--- src/rtl/config_cmd_decoder_pkg.sv ---
// rtl/config_cmd_decoder_pkg.sv - shared constants, state encoding and helpers for the config command decoder
package config_cmd_decoder_pkg;

    localparam logic [7:0]  HDR0_DEFAULT    = 8'hEB;
    localparam logic [7:0]  HDR1_DEFAULT    = 8'h90;
    localparam logic [15:0] TIMEOUT_DEFAULT = 16'd1000;

    localparam logic [7:0]  ADDR_MIN = 8'h02;
    localparam logic [7:0]  ADDR_MAX = 8'h15;

    localparam logic [7:0]  WR_ADDR_RST = 8'h00;
    localparam logic [15:0] DATA_RST    = 16'h0000;

    typedef enum logic [2:0] {
        ST_IDLE = 3'd0,
        ST_SYNC = 3'd1,
        ST_ADDR = 3'd2,
        ST_DHI  = 3'd3,
        ST_DLO  = 3'd4,
        ST_CKS  = 3'd5
    } state_t;

    function automatic logic [7:0] cks_of(input logic [7:0] a, input logic [7:0] hi, input logic [7:0] lo);
        return a + hi + lo;
    endfunction

    function automatic logic addr_in_range(input logic [7:0] a);
        return (a >= ADDR_MIN) && (a <= ADDR_MAX);
    endfunction

endpackage

--- src/rtl/config_cmd_decoder_sat_cnt16.sv ---
// rtl/config_cmd_decoder_sat_cnt16.sv - 16-bit saturating incrementer with synchronous clear
module sat_cnt16 (
    input  logic        clk_in,
    input  logic        clr_in,
    input  logic        inc_in,
    output logic [15:0] count_out
);

    always_ff @(posedge clk_in) begin
        if (clr_in) begin
            count_out <= 16'h0000;
        end else if (inc_in && (count_out != 16'hFFFF)) begin
            count_out <= count_out + 16'd1;
        end
    end

endmodule

--- src/rtl/config_cmd_decoder.sv ---
// rtl/config_cmd_decoder.sv - byte-stream frame parser issuing register writes to the config register file
module config_cmd_decoder
    import config_cmd_decoder_pkg::*;
#(
    parameter logic [7:0]  HDR0        = HDR0_DEFAULT,
    parameter logic [7:0]  HDR1        = HDR1_DEFAULT,
    parameter logic [15:0] TIMEOUT_CYC = TIMEOUT_DEFAULT
) (
    input  logic        clk_in,
    input  logic        rst_in,
    input  logic [7:0]  rx_byte_in,
    input  logic        rx_valid_in,
    output logic        wr_out,
    output logic [7:0]  wr_addr_out,
    output logic [15:0] data_out,
    output logic        busy_out,
    output logic [15:0] frame_ok_cnt_out,
    output logic [15:0] frame_err_cnt_out
);

    state_t      state_q, state_d;
    logic [15:0] idle_q, idle_d;
    logic [7:0]  addr_sh_q, dhi_sh_q, dlo_sh_q;
    logic        cap_addr, cap_dhi, cap_dlo;
    logic        wr_d, ok_inc, err_inc;
    logic        wr_q;
    logic [7:0]  wr_addr_q;
    logic [15:0] data_q;
    logic        frame_good;

    always_comb begin
        state_d    = state_q;
        idle_d     = idle_q;
        cap_addr   = 1'b0;
        cap_dhi    = 1'b0;
        cap_dlo    = 1'b0;
        wr_d       = 1'b0;
        ok_inc     = 1'b0;
        err_inc    = 1'b0;
        frame_good = (rx_byte_in == cks_of(addr_sh_q, dhi_sh_q, dlo_sh_q)) && addr_in_range(addr_sh_q);

        if (rx_valid_in) begin
            // A byte always wins over a timeout landing on the same cycle.
            idle_d = 16'd0;
            case (state_q)
                ST_IDLE: if (rx_byte_in == HDR0) state_d = ST_SYNC;
                ST_SYNC: begin
                    if (rx_byte_in == HDR1) begin
                        state_d = ST_ADDR;
                    end else if (rx_byte_in != HDR0) begin
                        state_d = ST_IDLE;
                    end
                end
                ST_ADDR: begin
                    cap_addr = 1'b1;
                    state_d  = ST_DHI;
                end
                ST_DHI: begin
                    cap_dhi = 1'b1;
                    state_d = ST_DLO;
                end
                ST_DLO: begin
                    cap_dlo = 1'b1;
                    state_d = ST_CKS;
                end
                ST_CKS: begin
                    state_d = ST_IDLE;
                    if (frame_good) begin
                        wr_d   = 1'b1;
                        ok_inc = 1'b1;
                    end else begin
                        err_inc = 1'b1;
                    end
                end
                default: state_d = ST_IDLE;
            endcase
        end else if (state_q != ST_IDLE) begin
            if (idle_q == TIMEOUT_CYC - 16'd1) begin
                state_d = ST_IDLE;
                idle_d  = 16'd0;
                err_inc = 1'b1;
            end else begin
                idle_d = idle_q + 16'd1;
            end
        end
    end

    always_ff @(posedge clk_in) begin
        if (rst_in) begin
            state_q   <= ST_IDLE;
            idle_q    <= 16'd0;
            addr_sh_q <= 8'h00;
            dhi_sh_q  <= 8'h00;
            dlo_sh_q  <= 8'h00;
            wr_q      <= 1'b0;
            wr_addr_q <= WR_ADDR_RST;
            data_q    <= DATA_RST;
        end else begin
            state_q <= state_d;
            idle_q  <= idle_d;
            wr_q    <= wr_d;
            if (cap_addr) addr_sh_q <= rx_byte_in;
            if (cap_dhi)  dhi_sh_q  <= rx_byte_in;
            if (cap_dlo)  dlo_sh_q  <= rx_byte_in;
            // Write outputs only move when a good frame completes.
            if (wr_d) begin
                wr_addr_q <= addr_sh_q;
                data_q    <= {dhi_sh_q, dlo_sh_q};
            end
        end
    end

    assign wr_out      = wr_q;
    assign wr_addr_out = wr_addr_q;
    assign data_out    = data_q;
    assign busy_out    = (state_q != ST_IDLE);

    sat_cnt16 u_ok_cnt (
        .clk_in    (clk_in),
        .clr_in    (rst_in),
        .inc_in    (ok_inc),
        .count_out (frame_ok_cnt_out)
    );

    sat_cnt16 u_err_cnt (
        .clk_in    (clk_in),
        .clr_in    (rst_in),
        .inc_in    (err_inc),
        .count_out (frame_err_cnt_out)
    );

endmodule
--- config.mk ---
export PLATFORM = sky130hd
export DESIGN_NAME = config_cmd_decoder
export DESIGN_NICKNAME = d
export VERILOG_FILES = /design/src/rtl/config_cmd_decoder_pkg.sv /design/src/rtl/config_cmd_decoder_sat_cnt16.sv /design/src/rtl/config_cmd_decoder.sv
export SDC_FILE = /design/constraint.sdc
export NUM_CORES = 1
export LEC_CHECK = 0
export CAP_MARGIN = 20
export CORE_MARGIN = 2
export CORE_UTILIZATION = 51
export CTS_BUF_LIST = sky130_fd_sc_hd__clkbuf_4 sky130_fd_sc_hd__clkbuf_8
export DETAILED_ROUTE_END_ITERATION = 10
export PLACE_DENSITY = 0.86
export SLEW_MARGIN = 0
export SYNTH_ARGS = -nofsm -noshare
export SYNTH_HDL_FRONTEND = slang
export SYNTH_SLANG_ARGS = --single-unit
--- constraint.sdc ---
create_clock -name clk_in -period 3.7 [get_ports clk_in]
set_input_delay 0.37 -clock clk_in [delete_from_list [all_inputs] [get_ports clk_in]]
set_output_delay 0.37 -clock clk_in [all_outputs]
set_load 0.02 [all_outputs]
==> impl_results.md <==
- Multi-input logic area: 2552 um^2
- NumNets Final: 618
- Slew Limit Fails: 0
- Die width: 99.56 um
- Reg2Reg Depth: 11
- Async SR Flop Fraction: 0%
- Synthesized instance count: 517
- Initial antenna violation count: 0
- GRT overflow: 0
- Critical Path Stages: 11
- Area grow syn2layout: 26.01%
- Antenna Violating Nets Remaining: 0
- Worst slew pin tran: 1.015 ns
- Skew final: 0.008089 ns
- Register area: 2006 um^2
- Via density: 5.859
- Hpwl dp: 7684 um
- Max Buffers Root-to-Sink: 2
- Delay-heaviest family, CP: simple AND/OR/NAND/NOR gates
- Setup TNS: -0.1072 ns
- Layout cells sized above 1: 9.244%
- Worst r2r dst: u_ok_cnt.count_out[8]
- R2R setup slack: -0.04 ns
- Post-synth top area share: 42.99%
- Final hold vios: 0
- Routability cong.: 0.8640
- Syn_nets: 545
- Clk root buf: clkbuf_8
- Synth Warn #: 0
- Final setup viols: 3
- Final min period: 3.743 ns
- Worst path max stage delay: 0.57 ns
- Dpl ws: 0.03440 ns
- Pwr dens: 330.0 nW/um^2
- CTS H-tree depth: 3
- Via count: 4119
- Crit-path most repeated cell: fa_1
- RSZ-0062 raised after global routing: true
- Reg clk slew, reported paths: 0.10 ns
- Worst hold path class: reg -> reg
- First-pass GRT wire length: 17910 um
- Clock buffer count from CTS: 9
- CP endpoint: u_ok_cnt.count_out[8]
- Most frequent cells in the layout: dfxtp_1, clkdlybuf4s50_1, nor2_1, a21oi_1, mux2i_1
- Synth Area per Inst: 9.008 um^2
- CP Cell Sequence: fa_1, ha_2, fa_1, xnor2_1, o211ai_1, nor4_2, nand4_1, or4_4, buf_12, or4_1, a21oi_1
- Pin count of the biggest net entering global routing: 35
- # rows: 34
- CTS tree: yes
- Worst-Skew Late Latency: 0.36 ns
- CP required: 4.00 ns
- Source of the critical timing path: addr_sh_q[1]
- WL/cell: 16.15 um
- Tcrit/Tclk final: 101.2%
- Reg-to-Reg Start: addr_sh_q[1]
- Vias in the first global route: 3823
- Worst path slowest cell: or4_4
- Sequential share of the synthesized area: 42.99%
- Worst EP arrival: 4.04 ns
- Post-synth cell types: 48
- Die Height: 99.56 um
- Number of port buffers: 68
- Remaining DRCs: 0
- CTS Sinks: 100
- WS Path Type: reg -> reg
- Initial Utilization: 52.88%
- Setup ws final: -0.04326 ns
- Filler cell count: 680
- Top_reg_cell synth: dfxtp_1
- Max VDD drop: 0.1935 mV
- Mapped Area: 4657 um^2
- Failing checks: negative setup slack
- Core footprint: 8806 um^2
- Max Clk Rate: 267.1 MHz
- Relative slew slack: 32.10%
- CP max FO: 24
- ANT cells: 0
- Synth area leaders: dfxtp_1, mux2i_1, nor2_1
- Crit path buffers/inverters: 1
- CP Launch Type: register
- Yosys reg bits: 100
- Iteration-0 DRC Markers: 192
- I/O pin cnt: 69
- Post-synth top area cell: dfxtp_1
- Hold slack: 0.4830 ns
- Max_cap viols: 0
- Fin util: 66.64%
- WL final: 11350 um
- Leakage: 2.027 nW
- Commonest non-fill, non-tap cell in the layout: dfxtp_1
- Die area: 9911 um^2
- Gr usage total: 22.07%
- EDFF count, synth: 0
- Crit end category: register
- Drt pass-1 iters: 6
- Status: finished, violations left
==> timing repair <==
| item | 4_1_cts | 5_1_grt |
|---|---|---|
| hold buffers | 0 | 0 |
| setup endpoints to repair | 11 | 23 |
| gates resized for setup | 1 | 15 |
| gates cloned | 0 | 1 |
| pin swaps | 1 | 8 |
| setup buffers | 0 | 9 |
==> worst reg2reg max path, cell delays in order (launching register included) <==
cell	delay (ns)
dfxtp_2	0.35
fa_1	0.54
ha_2	0.19
fa_1	0.43
xnor2_1	0.18
o211ai_1	0.17
nor4_2	0.35
nand4_1	0.17
or4_4	0.57
buf_12	0.17
or4_1	0.41
a21oi_1	0.14
==> per-layer routing <==
metal,wire [um],up-vias,global-route usage [%]
met5,0,-,0
met3,691,29,5.271
met2,5608,151,37.32
li1,-,1974,-
met4,293,0,7.271
met1,4759,1965,27.77
==> cells in the mapped netlist, types with 18 or more instances <==
cell and n:
clkbuf_1 20, o21ai_0 21, nand3_1 18, nand2_1 39
a21oi_1 43, xor2_1 18, mux2i_1 40, or3_1 18
nor2_1 64, dfxtp_1 100
==> sequential cells by signal, summed over array words and instances (netlist names) <==
register and flops:
dhi_sh_q 8, wr_out 1, idle_q 16, wr_addr_out 8
addr_sh_q 8, state_q 3, u_err_cnt.count_out 16, data_out 16
dlo_sh_q 8, u_ok_cnt.count_out 16
==> worst min-delay path by stage <==
stage	start	endpoint	slack, ns	cells past startpoint
global placement	wr_addr_out[6]	wr_addr_out[6]	0.46	1
finish	wr_addr_out[5]	wr_addr_out[5]	0.48	1
floorplan	dhi_sh_q[7]	dhi_sh_q[7]	0.46	2
CTS	wr_addr_out[7]	wr_addr_out[7]	0.48	1
detailed placement	wr_addr_out[7]	wr_addr_out[7]	0.47	1
global route	wr_addr_out[5]	wr_addr_out[5]	0.49	1
==> cell families after synthesis <==
logic type                 Yosys count  synth area share, %
xor gates and xnor gates            30                5.642
buffers and inverters               38                3.466
adders and majority gates           17                5.857
AOI/OAI and AO/OA                   90                11.37
DFF                                100                42.99
muxes                               42                9.081
and+or+nand+nor                    200                21.60
==> where the power goes <==
group	internal, mW	switching [mW]
combinational	0.0254	0.0462
sequential	1.08	0.00229
clock	0.396	0.390
==> final cells by class <==
type                       count  area share [%]
multi-input combinational    379           43.50
sequential                   100           34.18
clock buffer                  10           2.239
timing repair buffer          90           15.54
inverter                      10          0.6397
tap                          108           2.303
clock inverter                 6           1.599
==> through the flow <==
stage / power, mW / instances / cell area, um^2
floorplan: 1.141 / 517 / 4657
global placement: 1.170 / 677 / 5458
detailed placement: 1.172 / 677 / 5458
CTS: 1.941 / 693 / 5689
global route: 2.001 / 703 / 5868
finish: 1.937 / 703 / 5868
No activity file was read; power rests on OpenSTA's default activity.
